===== src/rtl/register_file_scoreboard_pkg.sv =====
// Shared constants for the MIPS register file: default geometry, the
// zero-register index and the decode-side names of the read ports.
package register_file_scoreboard_pkg;

  localparam int REG_DATA_W   = 32;
  localparam int REG_ADDR_W   = 5;
  localparam int ZERO_REG_IDX = 0;

  // Read-port numbering used by decode: rs on port 0, rt on port 1.
  localparam int RS_PORT = 0;
  localparam int RT_PORT = 1;

endpackage


===== src/rtl/register_file_scoreboard_reg_scoreboard.sv =====
// Pending-write scoreboard: one busy bit per register, set when decode
// issues a producer and cleared at writeback, plus a live popcount.
module reg_scoreboard
  import register_file_scoreboard_pkg::*;
#(
  parameter int DEPTH    = 1 << REG_ADDR_W,
  parameter int ADDR_W   = $clog2(DEPTH),
  parameter int ZERO_REG = 1
) (
  input  logic              clk_i,
  input  logic              reset_i,
  input  logic              we_i,
  input  logic [ADDR_W-1:0] wa_i,
  input  logic              alloc_en_i,
  input  logic [ADDR_W-1:0] alloc_addr_i,
  output logic [DEPTH-1:0]  busy_o,
  output logic              alloc_ready_o,
  output logic [ADDR_W:0]   pending_cnt_o
);

  logic [DEPTH-1:0] busy_q, busy_d;
  logic [ADDR_W:0]  cnt_q, cnt_d;
  logic             alloc_is_zero;
  logic             eff_alloc;
  logic             set_new;
  logic             clr_old;

  // The zero register is never marked busy, so it is always ready.
  assign alloc_is_zero = (ZERO_REG != 0) && (alloc_addr_i == ADDR_W'(ZERO_REG_IDX));
  assign alloc_ready_o = ~busy_q[alloc_addr_i] | (we_i && (wa_i == alloc_addr_i));

  // Next busy vector and counter: writeback clears first, so a same-address
  // allocation in the same cycle leaves the new producer marked busy.
  always_comb begin
    // NOTE: every comb output gets a default first, so no path can infer a latch.
    busy_d    = busy_q;
    eff_alloc = alloc_en_i && alloc_ready_o && !alloc_is_zero;
    set_new   = eff_alloc && !busy_q[alloc_addr_i];
    clr_old   = we_i && busy_q[wa_i] && !(eff_alloc && (alloc_addr_i == wa_i));
    if (we_i)      busy_d[wa_i]         = 1'b0;
    if (eff_alloc) busy_d[alloc_addr_i] = 1'b1;
    cnt_d = cnt_q + {{ADDR_W{1'b0}}, set_new} - {{ADDR_W{1'b0}}, clr_old};
  end

  // Busy vector and pending count registers with synchronous reset.
  always_ff @(posedge clk_i) begin
    // NOTE: sequential state uses non-blocking assignments so all flops update together.
    if (reset_i) begin
      busy_q <= '0;
      cnt_q  <= '0;
    end else begin
      busy_q <= busy_d;
      cnt_q  <= cnt_d;
    end
  end

  assign busy_o        = busy_q;
  assign pending_cnt_o = cnt_q;

endmodule


===== src/rtl/register_file_scoreboard.sv =====
// Multi-read-port register file with write-to-read bypass, optional
// hardwired zero register and a pending-write scoreboard for hazard logic.
module register_file_scoreboard
  import register_file_scoreboard_pkg::*;
#(
  parameter int DATA_W   = REG_DATA_W,
  parameter int DEPTH    = 1 << REG_ADDR_W,
  parameter int ADDR_W   = $clog2(DEPTH),
  parameter int NUM_RD   = 2,
  parameter int ZERO_REG = 1
) (
  input  logic                     clk_i,
  input  logic                     reset_i,
  input  logic                     we_i,
  input  logic [ADDR_W-1:0]        wa_i,
  input  logic [DATA_W-1:0]        wd_i,
  input  logic [NUM_RD*ADDR_W-1:0] ra_i,
  output logic [NUM_RD*DATA_W-1:0] rd_o,
  output logic [NUM_RD-1:0]        rd_busy_o,
  input  logic                     alloc_en_i,
  input  logic [ADDR_W-1:0]        alloc_addr_i,
  output logic                     alloc_ready_o,
  output logic [ADDR_W:0]          pending_cnt_o
);

  logic [DATA_W-1:0] regs_q [DEPTH];
  logic [DEPTH-1:0]  busy;
  logic              wr_en;

  assign wr_en = we_i && !((ZERO_REG != 0) && (wa_i == ADDR_W'(ZERO_REG_IDX)));

  reg_scoreboard #(
    .DEPTH    (DEPTH),
    .ADDR_W   (ADDR_W),
    .ZERO_REG (ZERO_REG)
  ) u_scoreboard (
    .clk_i         (clk_i),
    .reset_i       (reset_i),
    .we_i          (we_i),
    .wa_i          (wa_i),
    .alloc_en_i    (alloc_en_i),
    .alloc_addr_i  (alloc_addr_i),
    .busy_o        (busy),
    .alloc_ready_o (alloc_ready_o),
    .pending_cnt_o (pending_cnt_o)
  );

  // Register array: writeback port, cleared as a whole by reset.
  always_ff @(posedge clk_i) begin
    if (reset_i) begin
      // NOTE: the array is reset because software may read registers before writing them.
      for (int i = 0; i < DEPTH; i++) regs_q[i] <= '0;
    end else if (wr_en) begin
      regs_q[wa_i] <= wd_i;
    end
  end

  // Read muxes: zero register first, then same-cycle writeback bypass, then the array.
  always_comb begin
    rd_o      = '0;
    rd_busy_o = '0;
    for (int i = 0; i < NUM_RD; i++) begin
      logic [ADDR_W-1:0] a;
      a = ra_i[i*ADDR_W +: ADDR_W];
      if ((ZERO_REG != 0) && (a == ADDR_W'(ZERO_REG_IDX))) begin
        rd_o[i*DATA_W +: DATA_W] = '0;
      end else if (we_i && (wa_i == a)) begin
        rd_o[i*DATA_W +: DATA_W] = wd_i;
      end else begin
        rd_o[i*DATA_W +: DATA_W] = regs_q[a];
        rd_busy_o[i]             = busy[a];
      end
    end
  end

endmodule


===== config.mk =====
export PLATFORM = sky130hd
export DESIGN_NAME = register_file_scoreboard
export DESIGN_NICKNAME = d
export VERILOG_FILES = /design/src/rtl/register_file_scoreboard_pkg.sv /design/src/rtl/register_file_scoreboard_reg_scoreboard.sv /design/src/rtl/register_file_scoreboard.sv
export SDC_FILE = /design/constraint.sdc
export NUM_CORES = 2
export LEC_CHECK = 0
export BUFFER_PORTS_ARGS = -buffer_cell sky130_fd_sc_hd__buf_2
export CAP_MARGIN = 0
export CORE_UTILIZATION = 56
export CTS_BUF_LIST = sky130_fd_sc_hd__clkbuf_8
export DETAILED_ROUTE_END_ITERATION = 16
export PLACE_DENSITY_LB_ADDON = 0.08
export SLEW_MARGIN = 20
export SYNTH_ARGS = -nofsm -noshare
export SYNTH_HDL_FRONTEND = slang
export SYNTH_SLANG_ARGS = --single-unit

===== constraint.sdc =====
create_clock -name clk_i -period 4.3 [get_ports clk_i]
set_clock_uncertainty 0.1 [all_clocks]
set_input_delay 0.645 -clock clk_i [delete_from_list [all_inputs] [get_ports clk_i]]
set_output_delay 0.645 -clock clk_i [all_outputs]
set_load 0.02 [all_outputs]

### After elaboration in Yosys (flattened, before gate mapping)

Memories as Yosys holds them, arrays and structs flattened.
Cells that the tools add are included.

* bits in registers: 38
* bits in writable memories: 1024
* input port bits: 56
* output and inout port bits: 73
* word-level logic and storage cells: 71
* memories kept: 1

Memory list
* regs_q: depth 32, bits a word 32, rd ports 2, clocked after Yosys merged registers in 0, wr ports 32, RTL line register_file_scoreboard.sv:26 `logic [DATA_W-1:0] regs_q [DEPTH];`

* add/sub/neg operators: 2
* $lt $le $gt $ge: 6
* eq/ne operators: 4
* multiplexer cells: 30
* bitwise gates (word level): 5
* reductions and logical operators: 21

Operators with widths (number)
* 32-bit 2-to-1 mux: 7
* 32-bit AND: 1
* 32-bit inverter: 1
* 32-bit bitwise OR: 1
* 32-bit OR reduction: 1
* 5-bit by 6-bit less-than comparator with 1-bit output, second input constant: 4
* 1-bit binary-select mux with 5-bit select: 4
* 5-bit equality test: 4
* 5-bit zero test: 4
* 1-bit 2-to-1 mux: 16
* 1-bit logical AND: 12
* 1-bit demux with 5-bit select: 2
* 5-bit by 1-bit >= comparator with 1-bit output, second input constant: 2
* 6-bit by 1-bit adder with 6-bit output: 1
* 6-bit by 1-bit subtractor with 6-bit output: 1
* 5-bit 2-to-1 mux: 1
* 1-bit zero test: 4
* 1-bit inverter: 1
* 1-bit bitwise OR: 1

### Longest topological paths before layout

* depth after elaboration: 10
* mapped depth: 17
* mapped depth without buffers: 15

### Hierarchy

From an unflattened synthesis, not the netlist that was laid out.

* cells, all modules: 4096
* area total of the unflattened synthesis: 58371.0 um2

Modules (own cells, without submodules)
* register_file_scoreboard: times used 1, cells each 3767, area each 55593.3 um2, seq. area each 30749.5 um2
* reg_scoreboard: times used 1, cells each 329, area each 2777.7 um2, seq. area each 760.7 um2

### Worst setup path after synthesis

OpenSTA, ideal clock, no wires.

* path kind: input to register
* start: input port wa_i[0]
* end: register u_scoreboard.cnt_q[4] (netlist: u_scoreboard.pending_cnt_o[4])
* library setup time: 0.124 ns
* arrival: 3.301 ns
* required time: 4.076 ns
* path slack: 0.775 ns
* stages on the path: 15
* path buffers: 2
* cell sequence: buf_2 > buf_2 > mux4_2 > a221oi_1 > a31oi_1 > ha_1 > inv_1 > ha_1 > inv_1 > fa_1 > inv_1 > a21o_1 > a21oi_1 > xor2_1 > nor2_1

* longest elaborated chain between the ends: 9
* elaborated cells on any way between the ends: 15
* classes of those cells: 2 x add/sub; 2 x eq/ne; 2 x mux; 1 x bitwise; 8 x reduce/logical

RTL lines
* start: declaration: RTL line register_file_scoreboard.sv:15 `input logic [ADDR_W-1:0] wa_i,`
* parallel branches: the longest is 8 deep, another holds 6-bit by 1-bit adder with 6-bit output
* 6-bit by 1-bit subtractor with 6-bit output *: RTL line register_file_scoreboard_reg_scoreboard.sv:42 `cnt_d = cnt_q + {{ADDR_W{1'b0}}, set_new} - {{ADDR_W{1'b0}}, clr_old};`
* end signal: assignment: RTL line register_file_scoreboard_reg_scoreboard.sv:53 `cnt_q <= cnt_d;`
* end: declaration: RTL line register_file_scoreboard_reg_scoreboard.sv:22 `logic [ADDR_W:0] cnt_q, cnt_d;`

Mark *: on every way between the ends. The select of a mux whose other input is x is not followed.
A chain may end at the register's enable or synchronous reset.

### Worst setup path after layout

* start: input port ra_i[0]
* end: output port rd_o[9]

* longest elaborated chain between the ends: 4
* elaborated cells on any way between the ends: 6
* classes of those cells: 1 x eq/ne; 2 x mux; 2 x reduce/logical; 1 x memory

RTL lines
* start: declaration: RTL line register_file_scoreboard.sv:17 `input logic [NUM_RD*ADDR_W-1:0] ra_i,`
* parallel branches: the longest is 3 deep, another holds memory read 32 x 32 bit
* 32-bit 2-to-1 mux *: RTL line register_file_scoreboard.sv:65 `if ((ZERO_REG != 0) && (a == ADDR_W'(ZERO_REG_IDX))) begin`
* end: declaration: RTL line register_file_scoreboard.sv:18 `output logic [NUM_RD*DATA_W-1:0] rd_o,`

Mark *: on every way between the ends.

==> impl_results.md <==
* CORE AREA at 102000 µm²
* CTS Buf Count at 180
* P_int at 17.6 mW
* GRT Overall Usage at 39.3%
* DRC at 0
* Layout Area Growth over Synthesis at 10.7%
* Io pins at 129
* Final period util at 91.8%
* Mapped Area at 58200 µm²
* Setup ws final at 352 ps
* Non-filler cells, final at 5600
* #FFs+latches synth at 1062
* Hold WC Path Type: input port to flop
* Sw Pwr at 6.56 mW
* Setup Fix Bufs, Post-CTS at 0
* Status: complete, no violations
* FMAX at 253 MHz
* Grt ovf at 0
* Comb pwr share at 14.8%
* Initial antenna violation count at 17
* Routed vias/inst at 7.16
* CP arrival at 3200 ps
* Largest net degree at the start of global routing at 83
* Initial Util at 56.9%
* Routed WL per cell at 36.9 µm
* Main synth FF type: edfxtp_1
* Final core utilization at 63.0%
* Max-cap violations at 0
* Filler cells at 7500
* WP data required at 3560 ps
* First-pass GRT wire length at 291000 µm
* Final RePlAce weighted congestion at 0.943
* Number of synthesis warnings at 0
* RSZ-0062 raised after global routing: false
* Top Usage Layer GRT: met2
* Routing usage on met3 at 9.52%
* Net Sw Frac at 27.1%
* Peak VDD IR at 233 µV
* Final min period at 3950 ps
* Relative slew slack at 33.7%
* Setup slack, reg-to-reg at 1130 ps
* CP endpoint kind: output port
* Post-CTS resize count at 0
* Met1 GRT Util at 49.3%
* Leak pwr at 22.4 nW
* Port Buffers at 128
* Die width at 324 µm
* Asr flop ratio synth at 0%
* Most common cell after layout, fill and taps aside: edfxtp_1
* Crit-path max FO at 43
* CP Class: input port to output port
* Clock share of power at 34.7%
* Vias in the first global route at 40400
* Kind of start point of the critical path: input port
* Synth top area cells: edfxtp_1 53%, mux4_2 22%, and2_1 9.1%
* Final Hold Fails at 0
* Least-Margin Pin Slew at 994 ps
* Drt pass-1 iters at 8
* Vias at 40100
* Hold Buf Count CTS at 0
* Mapped Cells at 3953
* Dpl cells at 5272
* # nets final at 4149
* Clock buffer depth at 3
* Commonest non-fill, non-tap cells in the layout: 1024 x edfxtp_1, 848 x and2_1, 556 x mux4_2, 189 x clkbuf_8, 182 x buf_4
* Final setup violation count at 0
* Clock transition at the registers of the reported paths at 50 ps
* Synth area leader: edfxtp_1
* Clk root buf: clkbuf_8
* Final Max Slew Viols at 0
* Clock H-tree levels at 4
* Share of layout cells above drive strength 1 at 29.0%
* Die Y-Extent at 324 µm
* PD cells at 376 nW/µm²
* DRT iter0 DRCs at 5907
* Rows at 117
* Met2 GRT Util at 62.2%
* Pre-CTS setup slack at 415 ps
* Dpl hpwl at 122000 µm
* Final setup TNS at 0 ps
* Post-Route WL at 206000 µm
* Number of synthesized flops with an enable pin at 1024
* Top-area cell type share of the netlist area at 52.8%
* Antenna-violating nets left at 0
* Num Clock Sinks at 1062
* Flop pwr share at 50.4%
* Syn Area/Cell at 14.7 µm²
* Seq/Total Area, Yosys at 54.1%
* Total Die Area at 105000 µm²
* Netlist cell types at 60
* CTS tree: yes
* Worst skew pair latency at 860 ps
==> synth_stat cells (all sizes together) (2+ instances only) <==
master and number:
a211o 2, a211oi 19, a21o 3, a21oi 43
a221oi 45, a22oi 36, a31oi 13, a41o 3
and2 848, and3b 2, buf 141, clkbuf 285
dfxtp 38, edfxtp 1024, ha 6, inv 29
mux2 24, mux2i 157, mux4 556, nand2 70
nand2b 10, nand3 32, nand3b 14, nand4 15
nor2 97, nor2b 44, nor3 160, nor3b 6
nor4 3, o211ai 15, o21ai 84, o21bai 2
o22ai 39, o311ai 7, o31ai 9, o32ai 3
or2 33, or3 2, or3b 3, xnor2 6
xor2 14
==> layout make-up <==
type	instances	area, µm²	share of cell area (%)
inverters	30	114	0.177
repair buffers	346	2850	4.42
diodes	21	52.6	0.0816
clock buffers	189	2600	4.04
clock inverters	118	576	0.893
well taps	1368	1710	2.66
multi-input cells	2466	25000	38.8
flip-flops and latches	1062	31500	48.9
==> power groups by stage <==
stage	clock, mW	sequential [mW]	combinational, mW
floorplan	0	12.3	2.25
global placement	0	12.3	3.47
detailed placement	0	12.4	3.51
CTS	8.43	12.2	3.52
global route	8.86	12.3	3.68
finish	8.41	12.2	3.58
==> flip-flops by register name, summed over array words and instances, names as in the netlist <==
signal / count
u_scoreboard.pending_cnt_o: 6
regs_q: 1024
u_scoreboard.busy_o: 32
==> cells by family after synthesis <==
| logic type | Yosys count | share of synthesized area, % |
|---|---|---|
| fa+ha+maj | 7 | 0.163 |
| simple gates | 1343 | 13.4 |
| other cells | 1 | 0.00644 |
| buf+inv | 456 | 3.56 |
| xor+xnor | 20 | 0.301 |
| compound gates | 327 | 3.71 |
| mux | 737 | 24.7 |
| flops | 1062 | 54.1 |
==> per-layer routing <==
| layer | wire [µm] | vias up | part of all wire (%) |
|---|---|---|---|
| li1 | - | 15600 | - |
| met4 | 13300 | 0 | 6.4 |
| met3 | 26100 | 757 | 13 |
| met2 | 98100 | 3335 | 48 |
| met1 | 68900 | 20400 | 33 |
| met5 | 0 | - | 0 |
==> critical path: stages <==
cell and delay, ps:
buf_8 240, buf_12 320, mux2i_1 140, a221oi_1 490, nor2_1 90, o21ai_0 540, a22oi_1 170, a21oi_1 230
buf_2 190
==> per-stage QoR <==
stage / cell area (µm²) / hold slack (ps) / total power [mW]
3_5_place_dp: 61200 / 418 / 15.9
2_1_floorplan: 58300 / 356 / 14.5
4_1_cts: 64400 / 83.3 / 24.1
6_report: 64400 / 160 / 24.2
3_3_place_gp: 61200 / 403 / 15.8
5_1_grt: 64400 / 145 / 24.8
==> path summary, 6_finish.rpt <==
| check | depth (start not counted) | endpoint | start |
|---|---|---|---|
| worst max-delay path | 9 | rd_o[9] | ra_i[0] |
| worst min register to register | 2 | u_scoreboard.busy_o[0]$_SDFF_PP0_ | u_scoreboard.busy_o[0]$_SDFF_PP0_ |
| worst min-delay path | 2 | u_scoreboard.busy_o[5]$_SDFF_PP0_ | alloc_addr_i[0] |
| worst max register to register | 15 | u_scoreboard.pending_cnt_o[4]$_SDFF_PP0_ | u_scoreboard.busy_o[19]$_SDFF_PP0_ |
No activity file was read; power rests on OpenSTA's default activity.
